--- config.mk ---
export PLATFORM = sky130hd
export DESIGN_NAME = rs_adder_station
export DESIGN_NICKNAME = d
export VERILOG_FILES = /design/src/rtl/rs_adder_station_pkg.sv /design/src/rtl/rs_prio_pick.sv /design/src/rtl/rs_adder_station.sv
export SDC_FILE = /design/constraint.sdc
export NUM_CORES = 1
export LEC_CHECK = 0
export ABC_CLOCK_PERIOD_IN_PS = 4600
export BUFFER_PORTS_ARGS = -buffer_cell sky130_fd_sc_hd__buf_2
export CORE_ASPECT_RATIO = 1.2
export CORE_MARGIN = 3
export CORE_UTILIZATION = 30
export DETAILED_ROUTE_END_ITERATION = 16
export PLACE_DENSITY = 0.43
export SLEW_MARGIN = 20
export SYNTH_ARGS = -nofsm -noshare
export SYNTH_HDL_FRONTEND = slang
export SYNTH_SLANG_ARGS = --single-unit
--- constraint.sdc ---
create_clock -name Clock -period 4.6 [get_ports Clock]
set_clock_uncertainty 0.1 [all_clocks]
set_input_delay 0 -clock Clock [delete_from_list [all_inputs] [get_ports Clock]]
set_output_delay 0 -clock Clock [all_outputs]
set_load 0.05 [all_outputs]
--- src/rtl/rs_adder_station_pkg.sv ---
`default_nettype none
// =============================================================================
// rs_adder_station_pkg -- shared row record, row states and tag helpers
// Rev 1.0
// =============================================================================
package rs_adder_station_pkg;

  localparam int RS_DATA_W = 16;
  localparam int RS_TAG_W  = 5;
  localparam int RS_OP_W   = 2;

  localparam logic [RS_TAG_W-1:0] TAG_NONE = '0;

  typedef enum logic [1:0] {
    ST_FREE  = 2'd0,
    ST_WAIT  = 2'd1,
    ST_READY = 2'd2,
    ST_EXEC  = 2'd3
  } row_state_e;

  typedef struct packed {
    row_state_e            state;
    logic [RS_OP_W-1:0]    op;
    logic [RS_TAG_W-1:0]   qj;
    logic [RS_TAG_W-1:0]   qk;
    logic [RS_DATA_W-1:0]  vj;
    logic [RS_DATA_W-1:0]  vk;
  } rs_row_t;

  localparam rs_row_t ROW_RESET = '{state: ST_FREE, op: '0, qj: '0, qk: '0, vj: '0, vk: '0};

  // A pending operand (nonzero Q) is satisfied by a matching broadcast.
  function automatic logic tag_hit(input logic v, input logic [RS_TAG_W-1:0] q,
                                   input logic [RS_TAG_W-1:0] tag);
    return v && (q != TAG_NONE) && (q == tag);
  endfunction

endpackage
`default_nettype wire

--- src/rtl/rs_prio_pick.sv ---
`default_nettype none
// =============================================================================
// rs_prio_pick -- lowest-set-bit finder returning index and one-hot
// Rev 1.0
// =============================================================================
module rs_prio_pick #(
  parameter int N     = 8,
  parameter int IDX_W = (N > 1) ? $clog2(N) : 1
) (
  input  logic [N-1:0]     req_i,
  output logic             found_o,
  output logic [IDX_W-1:0] idx_o,
  output logic [N-1:0]     onehot_o
);

  always_comb begin
    found_o  = |req_i;
    idx_o    = '0;
    onehot_o = '0;
    for (int i = N - 1; i >= 0; i--) begin
      if (req_i[i]) begin
        idx_o    = IDX_W'(i);
        onehot_o = N'(1) << i;
      end
    end
  end

endmodule
`default_nettype wire

--- src/rtl/rs_adder_station.sv ---
`default_nettype none
// =============================================================================
// rs_adder_station -- adder reservation station with CDB capture and dispatch
// Define RS_OLDEST_FIRST_EN to dispatch the oldest READY row instead of lowest.
// Rev 1.0
// =============================================================================
module rs_adder_station
  import rs_adder_station_pkg::*;
#(
  parameter int NUM_ENTRIES = 8,
  parameter int DATA_W      = RS_DATA_W,
  parameter int TAG_W       = RS_TAG_W,
  parameter int OP_W        = RS_OP_W,
  parameter int TAG_BASE    = 0
) (
  input  logic                   Clock,
  input  logic                   Resetn,
  input  logic                   issue_valid,
  output logic                   issue_ready,
  input  logic [OP_W-1:0]        issue_op,
  input  logic [TAG_W-1:0]       issue_qj,
  input  logic [TAG_W-1:0]       issue_qk,
  input  logic [DATA_W-1:0]      issue_vj,
  input  logic [DATA_W-1:0]      issue_vk,
  output logic [TAG_W-1:0]       issue_tag,
  input  logic                   cdb_valid,
  input  logic [TAG_W-1:0]       cdb_tag,
  input  logic [DATA_W-1:0]      cdb_data,
  output logic                   disp_valid,
  input  logic                   disp_ready,
  output logic [OP_W-1:0]        disp_op,
  output logic [DATA_W-1:0]      disp_vj,
  output logic [DATA_W-1:0]      disp_vk,
  output logic [TAG_W-1:0]       disp_tag,
  input  logic                   flush,
  output logic [NUM_ENTRIES-1:0] Busy,
  output logic                   full
);

  localparam int               IDX_W     = (NUM_ENTRIES > 1) ? $clog2(NUM_ENTRIES) : 1;
  localparam logic [TAG_W-1:0] TAG_FIRST = TAG_W'(TAG_BASE + 1);

  // Row storage widths come from the package record.
  rs_row_t rows_q [NUM_ENTRIES];
  rs_row_t rows_d [NUM_ENTRIES];

  logic              disp_valid_q, disp_valid_d;
  logic [IDX_W-1:0]  disp_idx_q,   disp_idx_d;
  logic [OP_W-1:0]   disp_op_q,    disp_op_d;
  logic [DATA_W-1:0] disp_vj_q,    disp_vj_d;
  logic [DATA_W-1:0] disp_vk_q,    disp_vk_d;
  logic [TAG_W-1:0]  disp_tag_q,   disp_tag_d;

  logic [NUM_ENTRIES-1:0] free_vec, ready_vec, ready_avail, disp_cand, cdb_free;
  logic [NUM_ENTRIES-1:0] free_oh, disp_oh;
  logic [IDX_W-1:0]       free_idx, disp_pick_idx;
  logic                   free_found, disp_found;
  logic                   issue_fire, disp_accept, disp_load;
  logic                   byp_j, byp_k;

  rs_prio_pick #(.N(NUM_ENTRIES), .IDX_W(IDX_W)) u_free_pick (
    .req_i    (free_vec),
    .found_o  (free_found),
    .idx_o    (free_idx),
    .onehot_o (free_oh)
  );

  rs_prio_pick #(.N(NUM_ENTRIES), .IDX_W(IDX_W)) u_disp_pick (
    .req_i    (disp_cand),
    .found_o  (disp_found),
    .idx_o    (disp_pick_idx),
    .onehot_o (disp_oh)
  );

  // Output / status decode from the registered row states.
  always_comb begin
    for (int i = 0; i < NUM_ENTRIES; i++) begin
      Busy[i]      = (rows_q[i].state != ST_FREE);
      ready_vec[i] = (rows_q[i].state == ST_READY);
      cdb_free[i]  = cdb_valid && (rows_q[i].state == ST_EXEC) &&
                     (cdb_tag == TAG_FIRST + TAG_W'(i));
    end
    free_vec    = ~Busy;
    ready_avail = ready_vec;
    if (disp_valid_q) ready_avail[disp_idx_q] = 1'b0;
  end

  assign full        = !free_found;
  assign issue_ready = !full && !flush;
  assign issue_fire  = issue_valid && issue_ready;
  assign issue_tag   = TAG_FIRST + TAG_W'(free_idx);
  assign disp_accept = disp_valid_q && disp_ready;
  assign disp_load   = (!disp_valid_q || disp_ready) && disp_found;
  assign byp_j       = tag_hit(cdb_valid, issue_qj, cdb_tag);
  assign byp_k       = tag_hit(cdb_valid, issue_qk, cdb_tag);

`ifdef RS_OLDEST_FIRST_EN
  logic [IDX_W-1:0] age_q [NUM_ENTRIES];
  logic [IDX_W-1:0] age_d [NUM_ENTRIES];
  logic [IDX_W-1:0] freed_age;
  logic             freed_any;

  // Age = number of live rows issued after this one, so it never exceeds N-1.
  always_comb begin
    freed_any = |cdb_free;
    freed_age = '0;
    for (int i = 0; i < NUM_ENTRIES; i++) begin
      if (cdb_free[i]) freed_age = age_q[i];
    end
    for (int i = 0; i < NUM_ENTRIES; i++) begin
      age_d[i] = age_q[i];
      if (Busy[i] && !cdb_free[i]) begin
        if (issue_fire) age_d[i] = age_d[i] + IDX_W'(1);
        if (freed_any && (freed_age < age_q[i])) age_d[i] = age_d[i] - IDX_W'(1);
      end
      if (issue_fire && free_oh[i]) age_d[i] = '0;
      if (flush) age_d[i] = '0;
    end
  end

  always_comb begin
    for (int i = 0; i < NUM_ENTRIES; i++) begin
      disp_cand[i] = ready_avail[i];
      for (int j = 0; j < NUM_ENTRIES; j++) begin
        if (ready_avail[j] && (age_q[j] > age_q[i])) disp_cand[i] = 1'b0;
      end
    end
  end

  always_ff @(posedge Clock or negedge Resetn) begin
    if (!Resetn) begin
      for (int i = 0; i < NUM_ENTRIES; i++) age_q[i] <= '0;
    end else begin
      for (int i = 0; i < NUM_ENTRIES; i++) age_q[i] <= age_d[i];
    end
  end
`else
  assign disp_cand = ready_avail;
`endif

  // Per-row next state.
  always_comb begin
    for (int i = 0; i < NUM_ENTRIES; i++) begin
      rows_d[i] = rows_q[i];
      case (rows_q[i].state)
        ST_FREE: begin
          if (issue_fire && free_oh[i]) begin
            rows_d[i].op    = issue_op;
            rows_d[i].qj    = byp_j ? TAG_NONE : issue_qj;
            rows_d[i].vj    = byp_j ? cdb_data : issue_vj;
            rows_d[i].qk    = byp_k ? TAG_NONE : issue_qk;
            rows_d[i].vk    = byp_k ? cdb_data : issue_vk;
            rows_d[i].state = ((rows_d[i].qj == TAG_NONE) && (rows_d[i].qk == TAG_NONE)) ?
                              ST_READY : ST_WAIT;
          end
        end
        ST_WAIT: begin
          if (tag_hit(cdb_valid, rows_q[i].qj, cdb_tag)) begin
            rows_d[i].qj = TAG_NONE;
            rows_d[i].vj = cdb_data;
          end
          if (tag_hit(cdb_valid, rows_q[i].qk, cdb_tag)) begin
            rows_d[i].qk = TAG_NONE;
            rows_d[i].vk = cdb_data;
          end
          if ((rows_d[i].qj == TAG_NONE) && (rows_d[i].qk == TAG_NONE)) rows_d[i].state = ST_READY;
        end
        ST_READY: begin
          if (disp_accept && (disp_idx_q == IDX_W'(i))) rows_d[i].state = ST_EXEC;
        end
        ST_EXEC: begin
          if (cdb_free[i]) rows_d[i].state = ST_FREE;
        end
        default: ;
      endcase
      if (flush) rows_d[i].state = ST_FREE;
    end
  end

  // Dispatch slot: holds its row and payload until accepted.
  always_comb begin
    disp_valid_d = disp_valid_q;
    disp_idx_d   = disp_idx_q;
    disp_op_d    = disp_op_q;
    disp_vj_d    = disp_vj_q;
    disp_vk_d    = disp_vk_q;
    disp_tag_d   = disp_tag_q;
    if (disp_accept) disp_valid_d = 1'b0;
    if (disp_load) begin
      disp_valid_d = 1'b1;
      disp_idx_d   = disp_pick_idx;
      disp_tag_d   = TAG_FIRST + TAG_W'(disp_pick_idx);
      disp_op_d    = '0;
      disp_vj_d    = '0;
      disp_vk_d    = '0;
      for (int i = 0; i < NUM_ENTRIES; i++) begin
        if (disp_oh[i]) begin
          disp_op_d = rows_q[i].op;
          disp_vj_d = rows_q[i].vj;
          disp_vk_d = rows_q[i].vk;
        end
      end
    end
    if (flush) disp_valid_d = 1'b0;
  end

  always_ff @(posedge Clock or negedge Resetn) begin
    if (!Resetn) begin
      for (int i = 0; i < NUM_ENTRIES; i++) rows_q[i] <= ROW_RESET;
      disp_valid_q <= 1'b0;
      disp_idx_q   <= '0;
      disp_op_q    <= '0;
      disp_vj_q    <= '0;
      disp_vk_q    <= '0;
      disp_tag_q   <= '0;
    end else begin
      for (int i = 0; i < NUM_ENTRIES; i++) rows_q[i] <= rows_d[i];
      disp_valid_q <= disp_valid_d;
      disp_idx_q   <= disp_idx_d;
      disp_op_q    <= disp_op_d;
      disp_vj_q    <= disp_vj_d;
      disp_vk_q    <= disp_vk_d;
      disp_tag_q   <= disp_tag_d;
    end
  end

  assign disp_valid = disp_valid_q;
  assign disp_op    = disp_op_q;
  assign disp_vj    = disp_vj_q;
  assign disp_vk    = disp_vk_q;
  assign disp_tag   = disp_tag_q;

endmodule
`default_nettype wire

Word-level counts from Yosys, hierarchy flattened:

Cells that the tools add are included.

* input port bits: 71
* register bits: 411

* $lt $le $gt $ge: 2
* muxes and demuxes: 171
* eq/ne operators: 113
* reductions and logical operators: 190
* add/sub/neg operators: 2
* bitwise logic cells: 3

Operators by type and width (count)
* $pmux W42 S2: 8
* $mux W16: 34
* $mux W46: 8
* $mux W5: 34
* $mux W8: 17
* $eq A5 B5 Y1: 18
* $logic_not A5 Y1: 18
* $reduce_bool A5 Y1: 18
* $logic_and A1 B1 Y1: 82
* $mux W2: 41
* $ne A3 B3 Y1 const B: 24
* $pmux W2 S4: 8
* $mux W3: 16
* $ne A2 B2 Y1 const B: 24
* $reduce_and A3 Y1: 16
* $eq A2 B2 Y1 const B: 16
* $reduce_and A2 Y1: 16
* $reduce_and A4 Y1: 8
* $reduce_bool A2 Y1: 16
* $ne A3 B2 Y1 const B: 8
* $eq A5 B3 Y1 const B: 4
* $eq A2 B1 Y1 const B: 8
* $logic_not A2 Y1: 8
* $not A8 Y8: 2
* 17 further kinds: 29

Depth between registers and ports, before layout:

* word-level depth: 23
* mapped depth: 11
* gate-level depth less buffers: 10

Modules after synthesis:

A second synthesis with hierarchy kept.

* cell total of the unflattened synthesis: 2534
* area total of the unflattened synthesis: 23655.2 sq um

By module, submodules not included
* rs_adder_station: instances 1, area each 23364.9 sq um, cells an instance 2488
* rs_prio_pick: instances 2, area each 145.1 sq um, cells an instance 23

Worst setup path after synthesis:

OpenSTA, ideal clock, no wires.

* path type: reg-to-output
* from: register rows_q[90] (netlist name)
* to: output issue_tag[2]
* buffers on the path: 0
* setup slack: 786 ps
* cell stages (with the launch flop): 11
* arrival time: 3714 ps
* cells stage by stage: dfrtp_1 inv_1 ha_1 inv_1 a21oi_1 o21a_1 nor2_1 o21ai_0 inv_1 ha_1 xor2_1

* cells in the longest elaborated chain, start to end: 10

Ends and longest elaborated chain
* $reduce_bool A2 Y1: line rs_adder_station.sv:78 `Busy[i] = (rows_q[i].state != ST_FREE);`
* net Busy[6]: line rs_adder_station.sv:36 `output logic [NUM_ENTRIES-1:0] Busy,`
* $not A8 Y8: line rs_adder_station.sv:83 `free_vec = ~Busy;`
* $mux W3 (7 in a row): line rs_prio_pick.sv:21 `if (req_i[i]) begin`
* $add A1 B3 Y4: line rs_adder_station.sv:91 `assign issue_tag = TAG_FIRST + TAG_W'(free_idx);`
* end, declared: line rs_adder_station.sv:25 `output logic [TAG_W-1:0] issue_tag,`

The timed path passes the listed nets, and every way through them passes these cells.

Worst setup path after layout:

* from: register rows_q[366] (netlist name)
* to: register rows_q[245] (netlist name)

* cells in the longest elaborated chain, start to end: 8
* elaborated cells between the ends (all ways): 9
* classes of those cells: eq/ne: 1; mux: 1; bitwise: 1; reduce/logical: 6

Ends and longest elaborated chain
* $reduce_bool A2 Y1 (*): line rs_adder_station.sv:78
* $not A8 Y8 (*): line rs_adder_station.sv:83
* $reduce_or A8 Y1: line rs_prio_pick.sv:17 `found_o = |req_i;`
* $logic_and A1 B1 Y1: line rs_adder_station.sv:89 `assign issue_ready = !full && !flush;`
* $logic_and A1 B1 Y1: line rs_adder_station.sv:90 `assign issue_fire = issue_valid && issue_ready;`
* $logic_and A1 B1 Y1 (*): line rs_adder_station.sv:147 `if (issue_fire && free_oh[i]) begin`
* $ne A2 B2 Y1 (no source line) (*)
* $reduce_and A3 Y1 (no source line) (*)

Mark *: on every way between the ends. The rest lies on a longest branch, timed or not.
A chain may end at the register's enable or synchronous reset.

==> impl_metrics.ini <==
[yosys]
yosysTopAreaCellShare_pct = 42.01
synth_cell_types = 90
synth-adder-area-share_pct = 1.896
synthMuxAreaShare_pct = 13.48
synthXorXnorAreaFrac_pct = 2.726
netlist_area_um2 = 24420
ys_async_sr_fraction_pct = 100.0
yosysTopAreaCell = dfrtp_1
synth_top_family_by_area = compound AO/OA/AOI/OAI gates
synth-compound-area-share_pct = 24.73
synth_cells = 2504
synth_edf_count = 0
yosys_warnings = 0
synth_ff_type = dfrtp_1
synth_area_leaders = dfrtp_1, mux2_2, o21ai_0
synth_area_per_cell_um2 = 9.753
yosys.area_share.simple_pct = 9.985
ys_seq_area_share_pct = 42.01
ys_ff_latch = 410

[worst_hold_path]
hold_class = primary input to asynchronous set/reset pin

[clock_network]
clock_sinks = 410
cts_root_buffer = clkbuf_16
cts_buffers = 49
path_clk_slew_ps = 60
clk_path_buf_depth = 3
insertion_delay_ps = 630
cts_tree = built
cts-resized-gates = 0
h-tree-depth = 2

[grt]
grt_pass1_vias = 22040
grt_pass1_wl_mm = 151.4
gr-total-overflow = 0
grt_max_degree = 121
grt_use_total_pct = 24.22
antenna_found_initial = 3

[timing]
post-route-period-util_pct = 84.42
tightest_slew_ps = 1086
setup_viol = 0
tns_ps = 0
max_freq_mhz = 257.5
finalMaxSlewViolations = 0
final-hold-violation-count = 0
rsz0062_at_grt = no
post-route-min-period_ps = 3883
relSlewSlack_pct = 27.58
fin_ws_ps = 716.5

[die]
num_io_pins = 126
die_h_um = 318.6
die_w_um = 266.5
initial_utilization_pct = 30.30
die-area_um2 = 84880
num_rows = 114
coreArea_um2 = 80590

[detailed_routing]
vias = 21350
vias_per_cell = 5.785
wl_per_cell_um = 28.34
drc = 0
dr.pass1.iters = 6
drt_wl_total_mm = 104.6
ant_nets = 0
drt_iter0_markers = 1496

[setup_path]
critical_path_class = register to register
startpoint_type = register
cp_cell_sequence = inv_1 > ha_1 > or4b_1 > nor2_2 > a21oi_1 > a21oi_4 > buf_12 > o211ai_1 > dlygate4sd3_1 > o21a_1
slowest_delay_ps = 710
crit_path_top_delay_cell = or4b_1
end_kind = register
critical_path_peak_fanout = 29
worst_ep_required_time_ps = 5000
arrival_ps = 4280

[layout]
final_cell_mix = dfrtp_1, o21ai_0, nand2_1
area_growth_pct = 17.19
drive_gt1_share_pct = 25.85
final_common_cell = dfrtp_1
layout.nets = 2715
diodes = 0

[power_and_ir_drop]
p_leak_nw = 12.86
irDropWorstVdd_mv = 0.4997
powerDensity_nw_per_um2 = 658.5

[place]
place.gp.congestion = 0.8314
pre_cts_slack_ps = 1162
portBuffers = 123
hpwl_mm = 64.07

[outcome]
status = completed

[run]
drv_cap = 0
kinds of logic after synthesis:
group	Yosys count
AOI/OAI and AO/OA	870
xor gates and xnor gates	76
other	1
and+or+nand+nor	539
muxes	291
buffers and inverters	280
adders and majority gates	37
DFF	410
cell usage after synthesis, types with 32 or more instances:
library cell,number
dfrtp_1,410
o21ai_0,338
nand2_1,303
mux2_2,249
clkbuf_1,136
a21oi_1,108
nor2_1,96
o22ai_1,63
buf_2,62
xor2_1,59
inv_1,58
o2bb2ai_1,45
ha_1,37
a211o_1,34
a221o_1,34
a21oi_2,32
per-stage QoR:
| stage | power (mW) | area (µm²) | hold slack, ps | util [%] | instances |
|---|---|---|---|---|---|
| 2_1_floorplan | 11.43 | 24430 | -395.6 | - | 2505 |
| 3_3_place_gp | 14.51 | 26110 | -29.49 | 32.40 | 3522 |
| 3_5_place_dp | 14.64 | 26120 | -26.40 | 32.41 | 3523 |
| 4_1_cts | 18.93 | 28620 | 10.80 | 35.51 | 3690 |
| 5_1_grt | 19.78 | 28620 | 42.45 | 35.51 | 3690 |
| 6_report | 18.85 | 28620 | 15.53 | 35.51 | 3690 |
layout make-up:
cell class                      instances  area, µm²
Timing Repair Buffer                  271       2026
Multi-Input combinational cell       1815      13100
Sequential cell                       410      10260
Clock inverter                         17      242.7
Fill cell                            8195      51970
Tap cell                             1044       1306
Clock buffer                           73       1466
Inverter                               60      225.2
metal layers:
layer | share of wire [%] | vias to the layer above | track usage, %
met4 | 3.6 | 0 | 8.423
met2 | 49 | 790 | 42.22
met5 | 0 | - | 0
met3 | 5.5 | 208 | 3.099
li1 | - | 9365 | -
met1 | 42 | 10980 | 30.72
worst max-delay path, delay by kind of cell, from the launching register on:
| kind | cells | cell delay [ps] |
|---|---|---|
| AND/OR/NAND/NOR | 2 | 1040 |
| buffers and inverters | 3 | 980 |
| flip-flops | 1 | 410 |
| AO/OA/AOI/OAI | 4 | 840 |
| adder cells (fa/ha/maj) | 1 | 380 |
path summary, 6_finish.rpt:
kind                             startpoint           to  cells after the start  slack, ps
worst max-delay path            rows_q[366]  rows_q[245]                     10        720
worst min-delay path                 Resetn  rows_q[241]                      3         20
worst max register to register  rows_q[366]  rows_q[245]                     10        720
worst min register to register  disp_tag[0]  disp_tag[0]                      2        390
max in group asynchronous            Resetn  rows_q[128]                      3       3680
min in group Clock              issue_vj[7]  rows_q[253]                      4         20
sequential cells by signal, indices dropped and copies added, names as in the netlist:
register	flops
disp_op	2
rows_q	368
disp_vk	16
disp_valid	1
disp_tag	4
disp_idx_q	3
disp_vj	16
where the power goes:
| group | total (mW) | switching [mW] | internal (mW) | leakage [nW] |
|---|---|---|---|---|
| registers | 5.47 | 0.814 | 4.65 | 5.51 |
| clock network | 4.15 | 1.71 | 2.44 | 0.842 |
| logic | 9.23 | 6.04 | 3.19 | 6.51 |
| total | 18.8 | 8.56 | 10.3 | 12.9 |
repair_timing:
| item | in CTS | in global routing |
|---|---|---|
| hold buffers | 77 | 0 |
| setup buffers | 0 | 0 |
| hold endpoints to repair | 500 | 0 |
(Power assumes the default switching activity.)
